## src/rtl/vga_timing_pkg.sv

```systemverilog
// VGA 640x480@60 timing defaults, sync polarity and the stage-0 control bundle
// shared by the scanout blocks.
package vga_timing_pkg;

    localparam int H_ACTIVE_DEF = 640;
    localparam int H_FP_DEF     = 16;
    localparam int H_SYNC_DEF   = 96;
    localparam int H_BP_DEF     = 48;
    localparam int H_TOTAL_DEF  = H_ACTIVE_DEF + H_FP_DEF + H_SYNC_DEF + H_BP_DEF;

    localparam int V_ACTIVE_DEF = 480;
    localparam int V_FP_DEF     = 10;
    localparam int V_SYNC_DEF   = 2;
    localparam int V_BP_DEF     = 33;
    localparam int V_TOTAL_DEF  = V_ACTIVE_DEF + V_FP_DEF + V_SYNC_DEF + V_BP_DEF;

    localparam int CNT_W = 10;

    localparam logic HSYNC_ACT = 1'b0;
    localparam logic VSYNC_ACT = 1'b0;

    typedef struct packed {
        logic hs;
        logic vs;
        logic de;
        logic fs;
    } vga_ctrl_t;

    localparam vga_ctrl_t CTRL_IDLE = '{hs: ~HSYNC_ACT, vs: ~VSYNC_ACT, de: 1'b0, fs: 1'b0};

endpackage

```

## src/rtl/vga_timing_gen.sv

```systemverilog
// Free-running h/v counters and the combinational stage-0 sync, enable and
// frame-start controls derived from them.
module vga_timing_gen
    import vga_timing_pkg::*;
#(
    parameter int H_ACTIVE = H_ACTIVE_DEF,
    parameter int H_FP     = H_FP_DEF,
    parameter int H_SYNC   = H_SYNC_DEF,
    parameter int H_BP     = H_BP_DEF,
    parameter int V_ACTIVE = V_ACTIVE_DEF,
    parameter int V_FP     = V_FP_DEF,
    parameter int V_SYNC   = V_SYNC_DEF,
    parameter int V_BP     = V_BP_DEF
) (
    input  logic             clk,
    input  logic             rst,
    output logic [CNT_W-1:0] h_cnt,
    output logic [CNT_W-1:0] v_cnt,
    output vga_ctrl_t        ctrl0
);

    localparam logic [CNT_W-1:0] H_LAST = CNT_W'(H_ACTIVE + H_FP + H_SYNC + H_BP - 1);
    localparam logic [CNT_W-1:0] V_LAST = CNT_W'(V_ACTIVE + V_FP + V_SYNC + V_BP - 1);
    localparam logic [CNT_W-1:0] H_ACT  = CNT_W'(H_ACTIVE);
    localparam logic [CNT_W-1:0] V_ACT  = CNT_W'(V_ACTIVE);
    localparam logic [CNT_W-1:0] HS_BEG = CNT_W'(H_ACTIVE + H_FP);
    localparam logic [CNT_W-1:0] HS_END = CNT_W'(H_ACTIVE + H_FP + H_SYNC);
    localparam logic [CNT_W-1:0] VS_BEG = CNT_W'(V_ACTIVE + V_FP);
    localparam logic [CNT_W-1:0] VS_END = CNT_W'(V_ACTIVE + V_FP + V_SYNC);

    always_ff @(posedge clk) begin
        if (rst) begin
            h_cnt <= '0;
            v_cnt <= '0;
        end else if (h_cnt == H_LAST) begin
            h_cnt <= '0;
            v_cnt <= (v_cnt == V_LAST) ? '0 : v_cnt + 1'b1;
        end else begin
            h_cnt <= h_cnt + 1'b1;
        end
    end

    always_comb begin
        ctrl0    = CTRL_IDLE;
        ctrl0.de = (h_cnt < H_ACT) && (v_cnt < V_ACT);
        ctrl0.hs = ((h_cnt >= HS_BEG) && (h_cnt < HS_END)) ? HSYNC_ACT : ~HSYNC_ACT;
        ctrl0.vs = ((v_cnt >= VS_BEG) && (v_cnt < VS_END)) ? VSYNC_ACT : ~VSYNC_ACT;
        ctrl0.fs = (h_cnt == '0) && (v_cnt == '0);
    end

endmodule

```

## src/rtl/vga_fb_reader.sv

```systemverilog
// Framebuffer scanout: walks the 32x32 tile grid in step with VGA timing and
// aligns the RAM's registered read data with the delayed sync/enable controls.
module vga_fb_reader
    import vga_timing_pkg::*;
#(
    parameter int H_ACTIVE   = H_ACTIVE_DEF,
    parameter int H_FP       = H_FP_DEF,
    parameter int H_SYNC     = H_SYNC_DEF,
    parameter int H_BP       = H_BP_DEF,
    parameter int V_ACTIVE   = V_ACTIVE_DEF,
    parameter int V_FP       = V_FP_DEF,
    parameter int V_SYNC     = V_SYNC_DEF,
    parameter int V_BP       = V_BP_DEF,
    parameter int CELL_W     = 20,
    parameter int CELL_H     = 15,
    parameter int addr_width = 10,
    parameter int data_width = 4
) (
    input  logic                  clk,
    input  logic                  rst,
    output logic [addr_width-1:0] mem_addr,
    input  logic [data_width-1:0] mem_dout,
    output logic                  hsync,
    output logic                  vsync,
    output logic                  de,
    output logic [data_width-1:0] pixel,
    output logic                  frame_start
);

    localparam int AXIS_W = addr_width / 2;
    localparam int CX_W   = $clog2(CELL_W + 1);
    localparam int CY_W   = $clog2(CELL_H + 1);

    localparam logic [CNT_W-1:0] H_ACT      = CNT_W'(H_ACTIVE);
    localparam logic [CNT_W-1:0] H_ACT_LAST = CNT_W'(H_ACTIVE - 1);
    localparam logic [CNT_W-1:0] H_LAST     = CNT_W'(H_ACTIVE + H_FP + H_SYNC + H_BP - 1);
    localparam logic [CNT_W-1:0] V_ACT      = CNT_W'(V_ACTIVE);
    localparam logic [CNT_W-1:0] V_LAST     = CNT_W'(V_ACTIVE + V_FP + V_SYNC + V_BP - 1);
    localparam logic [CX_W-1:0]  CX_LAST    = CX_W'(CELL_W - 1);
    localparam logic [CY_W-1:0]  CY_LAST    = CY_W'(CELL_H - 1);

    logic [CNT_W-1:0]  h_cnt;
    logic [CNT_W-1:0]  v_cnt;
    vga_ctrl_t         ctrl0;
    vga_ctrl_t         ctrl_d1;
    logic [CX_W-1:0]   cell_x;
    logic [CY_W-1:0]   cell_y;
    logic [AXIS_W-1:0] col;
    logic [AXIS_W-1:0] row;

    vga_timing_gen #(
        .H_ACTIVE (H_ACTIVE),
        .H_FP     (H_FP),
        .H_SYNC   (H_SYNC),
        .H_BP     (H_BP),
        .V_ACTIVE (V_ACTIVE),
        .V_FP     (V_FP),
        .V_SYNC   (V_SYNC),
        .V_BP     (V_BP)
    ) u_timing (
        .clk   (clk),
        .rst   (rst),
        .h_cnt (h_cnt),
        .v_cnt (v_cnt),
        .ctrl0 (ctrl0)
    );

    // col clears on the last visible pixel so blanking already presents column 0;
    // row overflowing past the last tile row wraps to 0 for vertical blanking.
    always_ff @(posedge clk) begin
        if (rst) begin
            cell_x <= '0;
            col    <= '0;
            cell_y <= '0;
            row    <= '0;
        end else begin
            if (h_cnt == H_ACT_LAST) begin
                cell_x <= '0;
                col    <= '0;
            end else if (h_cnt < H_ACT) begin
                if (cell_x == CX_LAST) begin
                    cell_x <= '0;
                    col    <= col + 1'b1;
                end else begin
                    cell_x <= cell_x + 1'b1;
                end
            end

            if (h_cnt == H_LAST) begin
                if (v_cnt == V_LAST) begin
                    cell_y <= '0;
                    row    <= '0;
                end else if (v_cnt < V_ACT) begin
                    if (cell_y == CY_LAST) begin
                        cell_y <= '0;
                        row    <= row + 1'b1;
                    end else begin
                        cell_y <= cell_y + 1'b1;
                    end
                end
            end
        end
    end

    assign mem_addr = {row, col};

    // Stage d1 lines up with the RAM read in flight; the output stage captures both.
    always_ff @(posedge clk) begin
        if (rst) begin
            ctrl_d1     <= CTRL_IDLE;
            hsync       <= ~HSYNC_ACT;
            vsync       <= ~VSYNC_ACT;
            de          <= 1'b0;
            pixel       <= '0;
            frame_start <= 1'b0;
        end else begin
            ctrl_d1     <= ctrl0;
            hsync       <= ctrl_d1.hs;
            vsync       <= ctrl_d1.vs;
            de          <= ctrl_d1.de;
            pixel       <= ctrl_d1.de ? mem_dout : '0;
            frame_start <= ctrl_d1.fs;
        end
    end

endmodule

```

## config.mk

```make
export PLATFORM = sky130hd
export DESIGN_NAME = vga_fb_reader
export DESIGN_NICKNAME = d
export VERILOG_FILES = /design/src/rtl/vga_timing_pkg.sv /design/src/rtl/vga_timing_gen.sv /design/src/rtl/vga_fb_reader.sv
export SDC_FILE = /design/constraint.sdc
export NUM_CORES = 1
export LEC_CHECK = 0
export ABC_AREA = 1
export CAP_MARGIN = 5
export CORE_MARGIN = 2
export CORE_UTILIZATION = 45
export DETAILED_ROUTE_END_ITERATION = 16
export GPL_ROUTABILITY_DRIVEN = 0
export HOLD_SLACK_MARGIN = 0.06
export PLACE_DENSITY = 0.66
export SLEW_MARGIN = 5
export SYNTH_ARGS = -nofsm -noshare
export SYNTH_HDL_FRONTEND = slang
export SYNTH_SLANG_ARGS = --single-unit
export TNS_END_PERCENT = 100
```

## constraint.sdc

```tcl
create_clock -name clk -period 1.45 [get_ports clk]
set_input_delay 0.29 -clock clk [delete_from_list [all_inputs] [get_ports clk]]
set_output_delay 0.29 -clock clk [all_outputs]
set_load 0.01 [all_outputs]
```

==> flow_metrics.env <==
export IMPL_dr_wl_met2_um=2770
export IMPL_crit_type="flop to flop"
export IMPL_slew_headroom_pct=75.7
export IMPL_violations="negative setup slack"
export IMPL_p_leak_uw=0.00161
export IMPL_overflow=0
export IMPL_cts_buffers=5
export IMPL_final_nets=418
export IMPL_finalNonFillerCells=476
export IMPL_synth_cell_type_count=39
export IMPL_crit_top_cell="nand2_4"
export IMPL_utilization_pct=63.6
export IMPL_clk_pin_slew_ns=0.10
export IMPL_syn_cell_area_um2=2600
export IMPL_yosys_warnings=0
export IMPL_area_growth_pct=35.2
export IMPL_cts_tree="yes"
export IMPL_wl_per_cell_um=12.0
export IMPL_antennaDiodeCount=0
export IMPL_dr_total_vias=2353
export IMPL_grt_use_total_pct=18.1
export IMPL_antenna_found_initial=0
export IMPL_io_buffers=23
export IMPL_first_iter_violations=74
export IMPL_slowest_stage="dfxtp_2"
export IMPL_period_needed_ns=1.52
export IMPL_crit_path_start="u_timing.h_cnt[0]"
export IMPL_cp_num_cells=9
export IMPL_num_rows=27
export IMPL_pin_count=24
export IMPL_timing_rr_end="u_timing.v_cnt[3]"
export IMPL_grt_pass1_wl_um=9160
export IMPL_die_x_um=80.1
export IMPL_slew_violations=0
export IMPL_drt_pass1_iterations=4
export IMPL_maxUsedRoutingLayer="met4"
export IMPL_place_area_um2=3100
export IMPL_drc_errors=0
export IMPL_pre_cts_ws_ns=-0.0866
export IMPL_async_flop_share_pct=0
export IMPL_cp_arrival_ns=1.72
export IMPL_required_ns=1.65
export IMPL_drtAntennaViolNets=0
export IMPL_maxCapViolations=0
export IMPL_synth_seq_cells=51
export IMPL_grt_max_degree=18
export IMPL_h_tree_depth=2
export IMPL_crit_chain="ha_4 -> nand2_4 -> nor2_4 -> nand2_4 -> nor2_8 -> buf_6 -> nand2_1 -> o21ai_1 -> a21oi_1"
export IMPL_mostFrequentLayoutCells="nand2_1, dfxtp_1, inv_1, nor2_1, buf_4"
export IMPL_path_delay_family="simple AND/OR/NAND/NOR gates"
export IMPL_synth_fp_nets=355
export IMPL_whs_ns=0.417
export IMPL_dp_cells=458
export IMPL_layout_drive_gt1_share_pct=35.4
export IMPL_grt_pass1_vias=2152
export IMPL_endpoint_kind="flop"
export IMPL_finalClockSkew_ns=0.00643
export IMPL_cts_buffer_depth=2
export IMPL_dr_wl_met3_um=249
export IMPL_r2r_start="u_timing.h_cnt[0]"
export IMPL_dieArea_um2=6410
export IMPL_worst_hold_path_type="flop to flop"
export IMPL_max_stage_delay_ns=0.37
export IMPL_initial_utilization_pct=47.0
export IMPL_final_area_um2=3520
export IMPL_crit_end="u_timing.v_cnt[3]"
export IMPL_core_area_um2=5540
export IMPL_clock_latency_ns=0.31
export IMPL_die_height_um=80.1
export IMPL_viasPerCell=4.94
export IMPL_worstHoldPathCells=2
export IMPL_root_buffer="clkbuf_8"
export IMPL_fin_ws_ns=-0.0676
export IMPL_syn_avg_cell_area_um2=7.66
export IMPL_cts_sinks=51
export IMPL_netlist_instances=340
export IMPL_outcome="finished with violations"
export IMPL_fin_crit_sh_pct=105
export IMPL_final_hold_violation_count=0
export IMPL_m1WireLength_um=2630
export IMPL_totalWireLength_um=5710
export IMPL_r2r_worst_path_cells=9
export IMPL_power_density_nw_per_um2=744
export IMPL_r2r_slack_ns=-0.07
export IMPL_finalSetupViolations=11
export IMPL_tightest_slew_ns=0.361
export IMPL_fmax_mhz=659
export IMPL_startpoint_type="flop"
export IMPL_worst_path_buf_inv=1
export IMPL_final_common_cell="nand2_1"
export IMPL_path_max_fanout=6
export IMPL_ir_worst_vdd_mv=0.400
export IMPL_ys_seq_area_share_pct=39.2
export IMPL_grt_setup_unrepaired="true"
export IMPL_synth_edf_count=0
export IMPL_dp_hpwl_um=3990
export IMPL_ys_flop_type="dfxtp_1"
==> area by class of cell <==
class,instances,area [µm²]
well taps,72,90.1
clock buffers,5,68.8
inverters,52,203
fillers,486,2020
multi-input cells,233,1550
repair buffers,60,528
clock inverters,3,47.5
flip-flops and latches,51,1030
==> metrics by stage <==
stage                     power [µW]  TNS, ns
final                           2620   -0.337
after CTS                       2640  -0.0916
after global placement          1610   -0.176
after detailed placement        1610   -0.862
after floorplan                 1540        0
after global routing            2740    -1.68
==> state kept, by name, summed over array words and instances, names as in the netlist, 4 cells and up <==
name / count
u_timing.h_cnt: 10
cell_y: 4
col: 5
pixel: 4
u_timing.v_cnt: 10
ctrl_d1: 4
row: 5
cell_x: 5
==> power breakdown <==
group / switching (µW) / total (µW) / internal [µW]
logic: 79.1 / 153 / 74.2
registers: 16.4 / 1440 / 1430
clock network: 500 / 1020 / 524
==> layer usage <==
metal | vias up | global-route usage, %
met5 | - | 0
met4 | 0 | 6.44
met3 | 6 | 4.04
met2 | 42 | 29.5
met1 | 1080 | 23.5
li1 | 1225 | -
==> tightest hold or removal path: cells and delay by family (launching register included) <==
kind / cells / cell delay (ns)
buf+inv: 1 / 0.04
flops: 1 / 0.31
simple gates: 1 / 0.03
==> cell families after synthesis <==
group,after synthesis,share of synthesized area [%]
flip-flops,51,39.2
buffers and inverters,56,9.08
adder cells (fa/ha/maj),9,4.32
AO/OA/AOI/OAI,41,9.17
AND/OR/NAND/NOR,176,35.9
XOR/XNOR,7,2.35
==> how the worst min path moves through the flow <==
stage / start / end / slack (ns)
6_report: ctrl_d1[0] / frame_start / 0.42
5_1_grt: ctrl_d1[3] / hsync / 0.43
4_1_cts: ctrl_d1[0] / frame_start / 0.41
3_5_place_dp: ctrl_d1[0] / frame_start / 0.40
3_3_place_gp: ctrl_d1[2] / vsync / 0.39
2_1_floorplan: ctrl_d1[0] / frame_start / 0.39
==> Yosys cell counts (3+ instances only) <==
cell | n | area, µm²
inv_1 | 40 | 150
nand3_2 | 7 | 70.1
nand4_1 | 5 | 31.3
nor2_4 | 3 | 33.8
o21ai_0 | 6 | 30.0
nand2_2 | 8 | 50.1
o21ai_1 | 4 | 20.0
dfxtp_1 | 51 | 1020
nor2_1 | 39 | 146
a21oi_2 | 4 | 35.0
inv_2 | 11 | 41.3
nor2_2 | 3 | 18.8
nand2_1 | 62 | 233
xnor2_1 | 3 | 26.3
nand3_1 | 20 | 100
a21oi_1 | 23 | 115
nand2_4 | 4 | 45.0
xor2_1 | 4 | 35.0
ha_1 | 9 | 113
nor3_1 | 11 | 55.1
==> repair_timing <==
action	in CTS	in global routing
buffers inserted	3	7
hold buffers	0	0
resized for setup	32	55
endpoints found under the setup margin	44	39
pin swaps	8	27
endpoints found under the hold margin	0	0
No activity file was read; power rests on OpenSTA's default activity.
